**src/rtl/pattgen_capture.sv**
```systemverilog
// Loopback deserializer for one pattern-generator channel: synchronizes pcl/pda,
// assembles LSB-first words and buffers them in a small FIFO behind valid/ready.
module pattgen_capture #(
    parameter int DataWidth = 32,
    parameter int FifoDepth = 4,
    parameter int TimeoutW  = 16,
    localparam int LenW = $clog2(DataWidth),
    localparam int PtrW = $clog2(FifoDepth)
) (
    input  logic                 clk_i,
    input  logic                 rst_i,
    input  logic                 pcl_i,
    input  logic                 pda_i,
    input  logic                 enable_i,
    input  logic                 polarity_i,
    input  logic [LenW-1:0]      len_i,
    input  logic [TimeoutW-1:0]  timeout_i,
    input  logic                 clear_i,
    output logic [DataWidth-1:0] word_o,
    output logic [LenW:0]        word_bits_o,
    output logic                 word_valid_o,
    input  logic                 word_ready_i,
    output logic                 overflow_o,
    output logic [PtrW:0]        fifo_lvl_o,
    output logic                 busy_o
);

    typedef enum logic {IDLE, SHIFT} state_e;

    logic pcl_meta_p0, pcl_sync_p1, pcl_prev_p2;
    logic pda_meta_p0, pda_sync_p1, pda_p2;
    logic smp_vld_p2;

    state_e                state_q, state_d;
    logic [LenW:0]         bit_cnt_q, bit_cnt_d;
    logic [DataWidth-1:0]  shift_q, shift_d, shift_ins;
    logic [TimeoutW-1:0]   timer_q, timer_d;
    logic                  sample;
    logic                  push;
    logic [DataWidth-1:0]  push_word;
    logic [LenW:0]         push_bits;

    logic [DataWidth-1:0]  mem_word [FifoDepth];
    logic [LenW:0]         mem_bits [FifoDepth];
    logic [PtrW:0]         wr_ptr_q, rd_ptr_q, lvl;
    logic                  full, do_pop, do_push, ovf_q;

    // Stage p0/p1: 2-flop synchronizers; p2: registered edge detect with aligned data
    always_ff @(posedge clk_i or posedge rst_i) begin
        if (rst_i) begin
            pcl_meta_p0 <= 1'b0;
            pcl_sync_p1 <= 1'b0;
            pcl_prev_p2 <= 1'b0;
            pda_meta_p0 <= 1'b0;
            pda_sync_p1 <= 1'b0;
            pda_p2      <= 1'b0;
            smp_vld_p2  <= 1'b0;
        end else begin
            pcl_meta_p0 <= pcl_i;
            pcl_sync_p1 <= pcl_meta_p0;
            pcl_prev_p2 <= pcl_sync_p1;
            pda_meta_p0 <= pda_i;
            pda_sync_p1 <= pda_meta_p0;
            pda_p2      <= pda_sync_p1;
            smp_vld_p2  <= polarity_i ? (~pcl_sync_p1 & pcl_prev_p2)
                                      : (pcl_sync_p1 & ~pcl_prev_p2);
        end
    end

    assign sample    = smp_vld_p2 & enable_i;
    assign shift_ins = shift_q | (DataWidth'(pda_p2) << bit_cnt_q[LenW-1:0]);

    // Stage p3: word assembly FSM
    always_ff @(posedge clk_i or posedge rst_i) begin
        if (rst_i) begin
            state_q   <= IDLE;
            bit_cnt_q <= '0;
            shift_q   <= '0;
            timer_q   <= '0;
        end else begin
            state_q   <= state_d;
            bit_cnt_q <= bit_cnt_d;
            shift_q   <= shift_d;
            timer_q   <= timer_d;
        end
    end

    always_comb begin
        state_d   = state_q;
        bit_cnt_d = bit_cnt_q;
        shift_d   = shift_q;
        timer_d   = timer_q;
        push      = 1'b0;
        push_word = '0;
        push_bits = '0;
        if (clear_i || !enable_i) begin
            state_d   = IDLE;
            bit_cnt_d = '0;
            shift_d   = '0;
            timer_d   = '0;
        end else begin
            case (state_q)
                IDLE: begin
                    if (sample) begin
                        if (len_i == '0) begin
                            push      = 1'b1;
                            push_word = DataWidth'(pda_p2);
                            push_bits = (LenW+1)'(1);
                        end else begin
                            state_d   = SHIFT;
                            bit_cnt_d = (LenW+1)'(1);
                            shift_d   = DataWidth'(pda_p2);
                            timer_d   = '0;
                        end
                    end
                end
                SHIFT: begin
                    // A len_i lowered below the bit count completes on the next sample
                    if (sample && (bit_cnt_q >= {1'b0, len_i})) begin
                        push      = 1'b1;
                        push_word = shift_ins;
                        push_bits = bit_cnt_q + (LenW+1)'(1);
                        state_d   = IDLE;
                        bit_cnt_d = '0;
                        shift_d   = '0;
                        timer_d   = '0;
                    end else if (sample) begin
                        shift_d   = shift_ins;
                        bit_cnt_d = bit_cnt_q + (LenW+1)'(1);
                        timer_d   = '0;
                    end else if ((timeout_i != '0) && (timer_q == timeout_i)) begin
                        push      = 1'b1;
                        push_word = shift_q;
                        push_bits = bit_cnt_q;
                        state_d   = IDLE;
                        bit_cnt_d = '0;
                        shift_d   = '0;
                        timer_d   = '0;
                    end else if (timer_q != '1) begin
                        timer_d = timer_q + TimeoutW'(1);
                    end
                end
                default: state_d = IDLE;
            endcase
        end
    end

    assign busy_o = (bit_cnt_q != '0);

    // Stage p4: output FIFO; a pop frees a slot for a same-cycle push when full
    assign lvl          = wr_ptr_q - rd_ptr_q;
    assign full         = (lvl == (PtrW+1)'(FifoDepth));
    assign word_valid_o = (lvl != '0);
    assign do_pop       = word_valid_o & word_ready_i & ~clear_i;
    assign do_push      = push & ~clear_i & (~full | do_pop);

    always_ff @(posedge clk_i or posedge rst_i) begin
        if (rst_i) begin
            wr_ptr_q <= '0;
            rd_ptr_q <= '0;
            ovf_q    <= 1'b0;
        end else if (clear_i) begin
            wr_ptr_q <= '0;
            rd_ptr_q <= '0;
            ovf_q    <= 1'b0;
        end else begin
            if (do_push) wr_ptr_q <= wr_ptr_q + (PtrW+1)'(1);
            if (do_pop)  rd_ptr_q <= rd_ptr_q + (PtrW+1)'(1);
            if (push && full && !do_pop) ovf_q <= 1'b1;
        end
    end

    always_ff @(posedge clk_i) begin
        if (do_push) begin
            mem_word[wr_ptr_q[PtrW-1:0]] <= push_word;
            mem_bits[wr_ptr_q[PtrW-1:0]] <= push_bits;
        end
    end

    // Storage is not reset, so the head is masked to keep outputs at 0 when empty
    assign word_o      = word_valid_o ? mem_word[rd_ptr_q[PtrW-1:0]] : '0;
    assign word_bits_o = word_valid_o ? mem_bits[rd_ptr_q[PtrW-1:0]] : '0;
    assign overflow_o  = ovf_q;
    assign fifo_lvl_o  = lvl;

endmodule
```
**config.mk**
```make
export PLATFORM = sky130hd
export DESIGN_NAME = pattgen_capture
export DESIGN_NICKNAME = d
export VERILOG_FILES = /design/src/rtl/pattgen_capture.sv
export SDC_FILE = /design/constraint.sdc
export NUM_CORES = 1
export LEC_CHECK = 0
export BUFFER_PORTS_ARGS = -buffer_cell sky130_fd_sc_hd__buf_2
export CAP_MARGIN = 20
export CORE_MARGIN = 1.5
export CORE_UTILIZATION = 65
export DETAILED_ROUTE_END_ITERATION = 10
export PLACE_DENSITY = 0.85
export SYNTH_ARGS = -nofsm -noshare
export SYNTH_HDL_FRONTEND = slang
export SYNTH_SLANG_ARGS = --single-unit
```
**constraint.sdc**
```tcl
create_clock -name clk_i -period 5.4 [get_ports clk_i]
set_input_delay 0.54 -clock clk_i [delete_from_list [all_inputs] [get_ports clk_i]]
set_output_delay 0.54 -clock clk_i [all_outputs]
set_load 0.1 [all_outputs]
```
==> run_results.csv <==
group,metric,value,unit
drt,totalWireLength,21.6,mm
floorplan,floorplan.initialDensity,66.2,%
clock_network,cts.hold.buffers_added,0,
setup_path,timing.critical_path.cells,"buf_4, fa_1, xnor2_1, xnor2_2, or2_2, and2_1, buf_2",
sta,setup_repair_after_global_routing_missed_its_margin,"no",
finish,nNetsFinal,858,
hold_path,hold_start,"pcl_i",
clock_network,root_buffer_selected_by_cts,"sky130_fd_sc_hd__clkbuf_16",
finish,num-fill-cells,932,
floorplan,area_inside_the_core_boundary,0.0151,mm^2
global_route,initial_antenna_violation_count,0,
setup_path,cp_slowest_cell,"sky130_fd_sc_hd__or2_2",
hold_path,holdCritPathClass,"in -> reg",
drt,number_of_nets_still_failing_antenna_checks_after_routing,0,
global_route,grt.overflow.total,0,
drt,met2_length,10.6,mm
floorplan,height_of_the_chip,127,um
logic_synthesis,synth-seq-area-share,63.0,%
logic_synthesis,postSynthRegisterBits,221,
power_and_ir_drop,power_density,438,mW/mm^2
sta,clock-skew-final,0.0205,ns
logic_synthesis,post_synth.cell_area_avg,13.3,um^2
setup_path,r2r_start,"bit_cnt_q[4]",
setup_path,timing_worst_setup_path_type,"reg -> out",
floorplan,ioPinCount,73,
power_and_ir_drop,report.power.total,4.92,mW
drt,m1WireLength,8.87,mm
finish,cell_area_after_layout,0.0112,mm^2
logic_synthesis,netlist_top_cells_area,"sky130_fd_sc_hd__edfxtp_1 (46%), sky130_fd_sc_hd__dfrtp_1 (17%), sky130_fd_sc_hd__mux4_2 (8.6%), sky130_fd_sc_hd__nor2_1 (3.4%), sky130_fd_sc_hd__a21oi_1 (2.9%)",
finish,flow.area_growth_from_synthesis,12.5,%
setup_path,arrival_time_worst_endpoint,3.32,ns
sta,max_freq,259,MHz
sta,tns,0,ns
clock_network,h-tree-depth,1,
logic_synthesis,synthDominantCellAreaShare,45.7,%
logic_synthesis,synth-edff-count,152,
global_route,grt_max_degree,70,
finish,most_common_cell_after_layout_fill_and_taps_aside,"sky130_fd_sc_hd__edfxtp_1",
finish,n_antenna_cell,0,
finish,final_core_utilization,74.5,%
floorplan,floorplan.die.width,127,um
place,hpwl,13.3,mm
global_route,grt_pass1_wl,34.9,mm
logic_synthesis,yosysWarningCount,0,
setup_path,crit_path_max_fanout,41,
logic_synthesis,syn_inst,751,
drt,route.top_layer_used,"met4",
finish,drive_above_1_share,20.7,%
drt,drt_first_iter_violations,791,
power_and_ir_drop,power.switching_fraction,37.5,%
clock_network,reg_clk_slew_reported_paths,0.06,ns
clock_network,cts_buffer_depth,3,
clock_network,tritoncts,"built",
power_and_ir_drop,power_frac_seq,36.9,%
clock_network,post_cts_resize_count,0,
power_and_ir_drop,cell_internal_pwr,3.07,mW
clock_network,clk_latency,0.51,ns
sta,period_share,71.4,%
setup_path,worstSetupStartpointType,"flip-flop",
sta,timing.hold.ws,0.140,ns
clock_network,post_cts_buffers,0,
run,max_cap_violations,0,
place,gp_congestion,0.922,
setup_path,critical_path.top_delay_family,"simple AND/OR/NAND/NOR gates",
place,placed_area,0.0105,mm^2
logic_synthesis,mappedNetlistNets,795,
power_and_ir_drop,p_clk_share,32.2,%
drt,post_drt_wl_per_cell,21.2,um
power_and_ir_drop,cellLeakagePower,4.05,nW
sta,max_slew.worst_pin.slew,1.00,ns
logic_synthesis,yosys.area.top_type,"sky130_fd_sc_hd__edfxtp_1",
sta,period_needed,3.86,ns
status,status,"completed",
sta,maxSlewViolCount,0,
clock_network,clock_sink_count,221,
power_and_ir_drop,comb_power_share,31.0,%
setup_path,slowest_delay,0.56,ns
power_and_ir_drop,power.switching,1.85,mW
place,dpl_worst_slack,1.91,ns
global_route,grt_usage,27.8,%
floorplan,die_area,0.0161,mm^2
place,placement.io_buffers,72,
drt,detailroute.via_count,6651,
setup_path,worst_setup_path_startpoint,"rd_ptr_q[1]",
logic_synthesis,postSynth.asyncResetShare,31.2,%
global_route,vias_in_the_first_global_route,6629,
logic_synthesis,synth.distinct_cells,54,
finish,mostFrequentLayoutCells,"sky130_fd_sc_hd__edfxtp_1 (152), sky130_fd_sc_hd__nor2_1 (90), sky130_fd_sc_hd__buf_2 (72)",
sta,max_slew_margin,32.9,%
clock_network,numCtsBuffers,22,
drt,drtPass1Iterations,5,
sta,hold_violations,0,
place,dp_cells,978,
finish,layout.cells.non_filler,1018,
power_and_ir_drop,ir_drop,0.456,mV
floorplan,placementRows,45,
sta,timing.final.ws_setup,1.54,ns
drt,detail_route.drc_violations,0,
drt,drt-vias-per-instance,6.53,
setup_path,worst-endpoint-required,4.86,ns
setup_path,reg2reg_setup_slack,1.75,ns
sta,setup-violations-final,0,
logic_synthesis,synth_top_flop_cell,"sky130_fd_sc_hd__edfxtp_1",
setup_path,crit_buf_inv,2,
setup_path,timing.critical_path.to_type,"output port",
drt,wl_met3,1.54,mm
logic_synthesis,syn-cell-area,0.00999,mm^2
path summary, 6_finish.rpt:
check | to | cells past startpoint
min reg2reg | pcl_sync_p1 | 0
max in group asynchronous | rd_ptr_q[0] | 3
max | word_o[17] | 7
min in group asynchronous | pcl_meta_p0 | 3
max reg2reg | mem_word[3][20] | 7
min | pcl_meta_p0 | 1
per-layer routing:
metal	global-route usage, %	vias to the layer above
met5	0	-
met4	9.49	0
met3	4.34	45
met2	45.7	354
met1	38.8	3296
li1	-	2956
synth_stat cells, drive strengths merged, types with 4 or more instances:
cell    count
a21oi      58
a22o        4
a31oi      34
and2       44
and3        5
buf        14
clkbuf     31
dfrtp      69
edfxtp    152
ha         14
inv        19
mux4       38
nand2      27
nand3      16
nand4       6
nor2       90
nor2b       5
nor3       14
nor4        9
o21ai      20
o31ai      15
or4        12
xor2       18
state kept, by name, indices dropped and copies added, names as in the netlist:
name and cells:
wr_ptr_q 3, overflow_o 1, mem_bits 24, pda_meta_p0 1, pda_p2 1, pcl_meta_p0 1, shift_q 32, pda_sync_p1 1
pcl_prev_p2 1, rd_ptr_q 3, mem_word 128, bit_cnt_q 6, timer_q 16, state_q 1, pcl_sync_p1 1, smp_vld_p2 1
logic make-up (layout without fill, tap and decap cells):
group           count (synthesis)  count (layout)  synth area share (%)
simple gates                  242             242                  12.5
flops                         221             221                  63.0
compound gates                147             147                  8.98
buf+inv                        64             143                  2.83
mux                            42              42                  8.98
xor+xnor                       20              20                  1.75
fa+ha+maj                      15              15                  1.95
cell type report:
cell class	instances	area [um^2]	area share, %
clock inverter	12	154	1.37
tap	188	235	2.09
clock buffer	28	613	5.46
inverter	19	71.3	0.635
sequential	221	6290	56.0
multi-input combinational	466	3420	30.4
timing repair buffer	84	450	4.01
power by group through the flow:
stage	clock network, mW	logic [mW]	registers, mW
2_1_floorplan	0	1.31	1.85
3_3_place_gp	0	1.50	1.85
3_5_place_dp	0	1.53	1.85
4_1_cts	1.60	1.54	1.81
5_1_grt	1.67	1.59	1.81
6_report	1.58	1.52	1.81
Note: power is estimated with default switching activity, not from simulation.
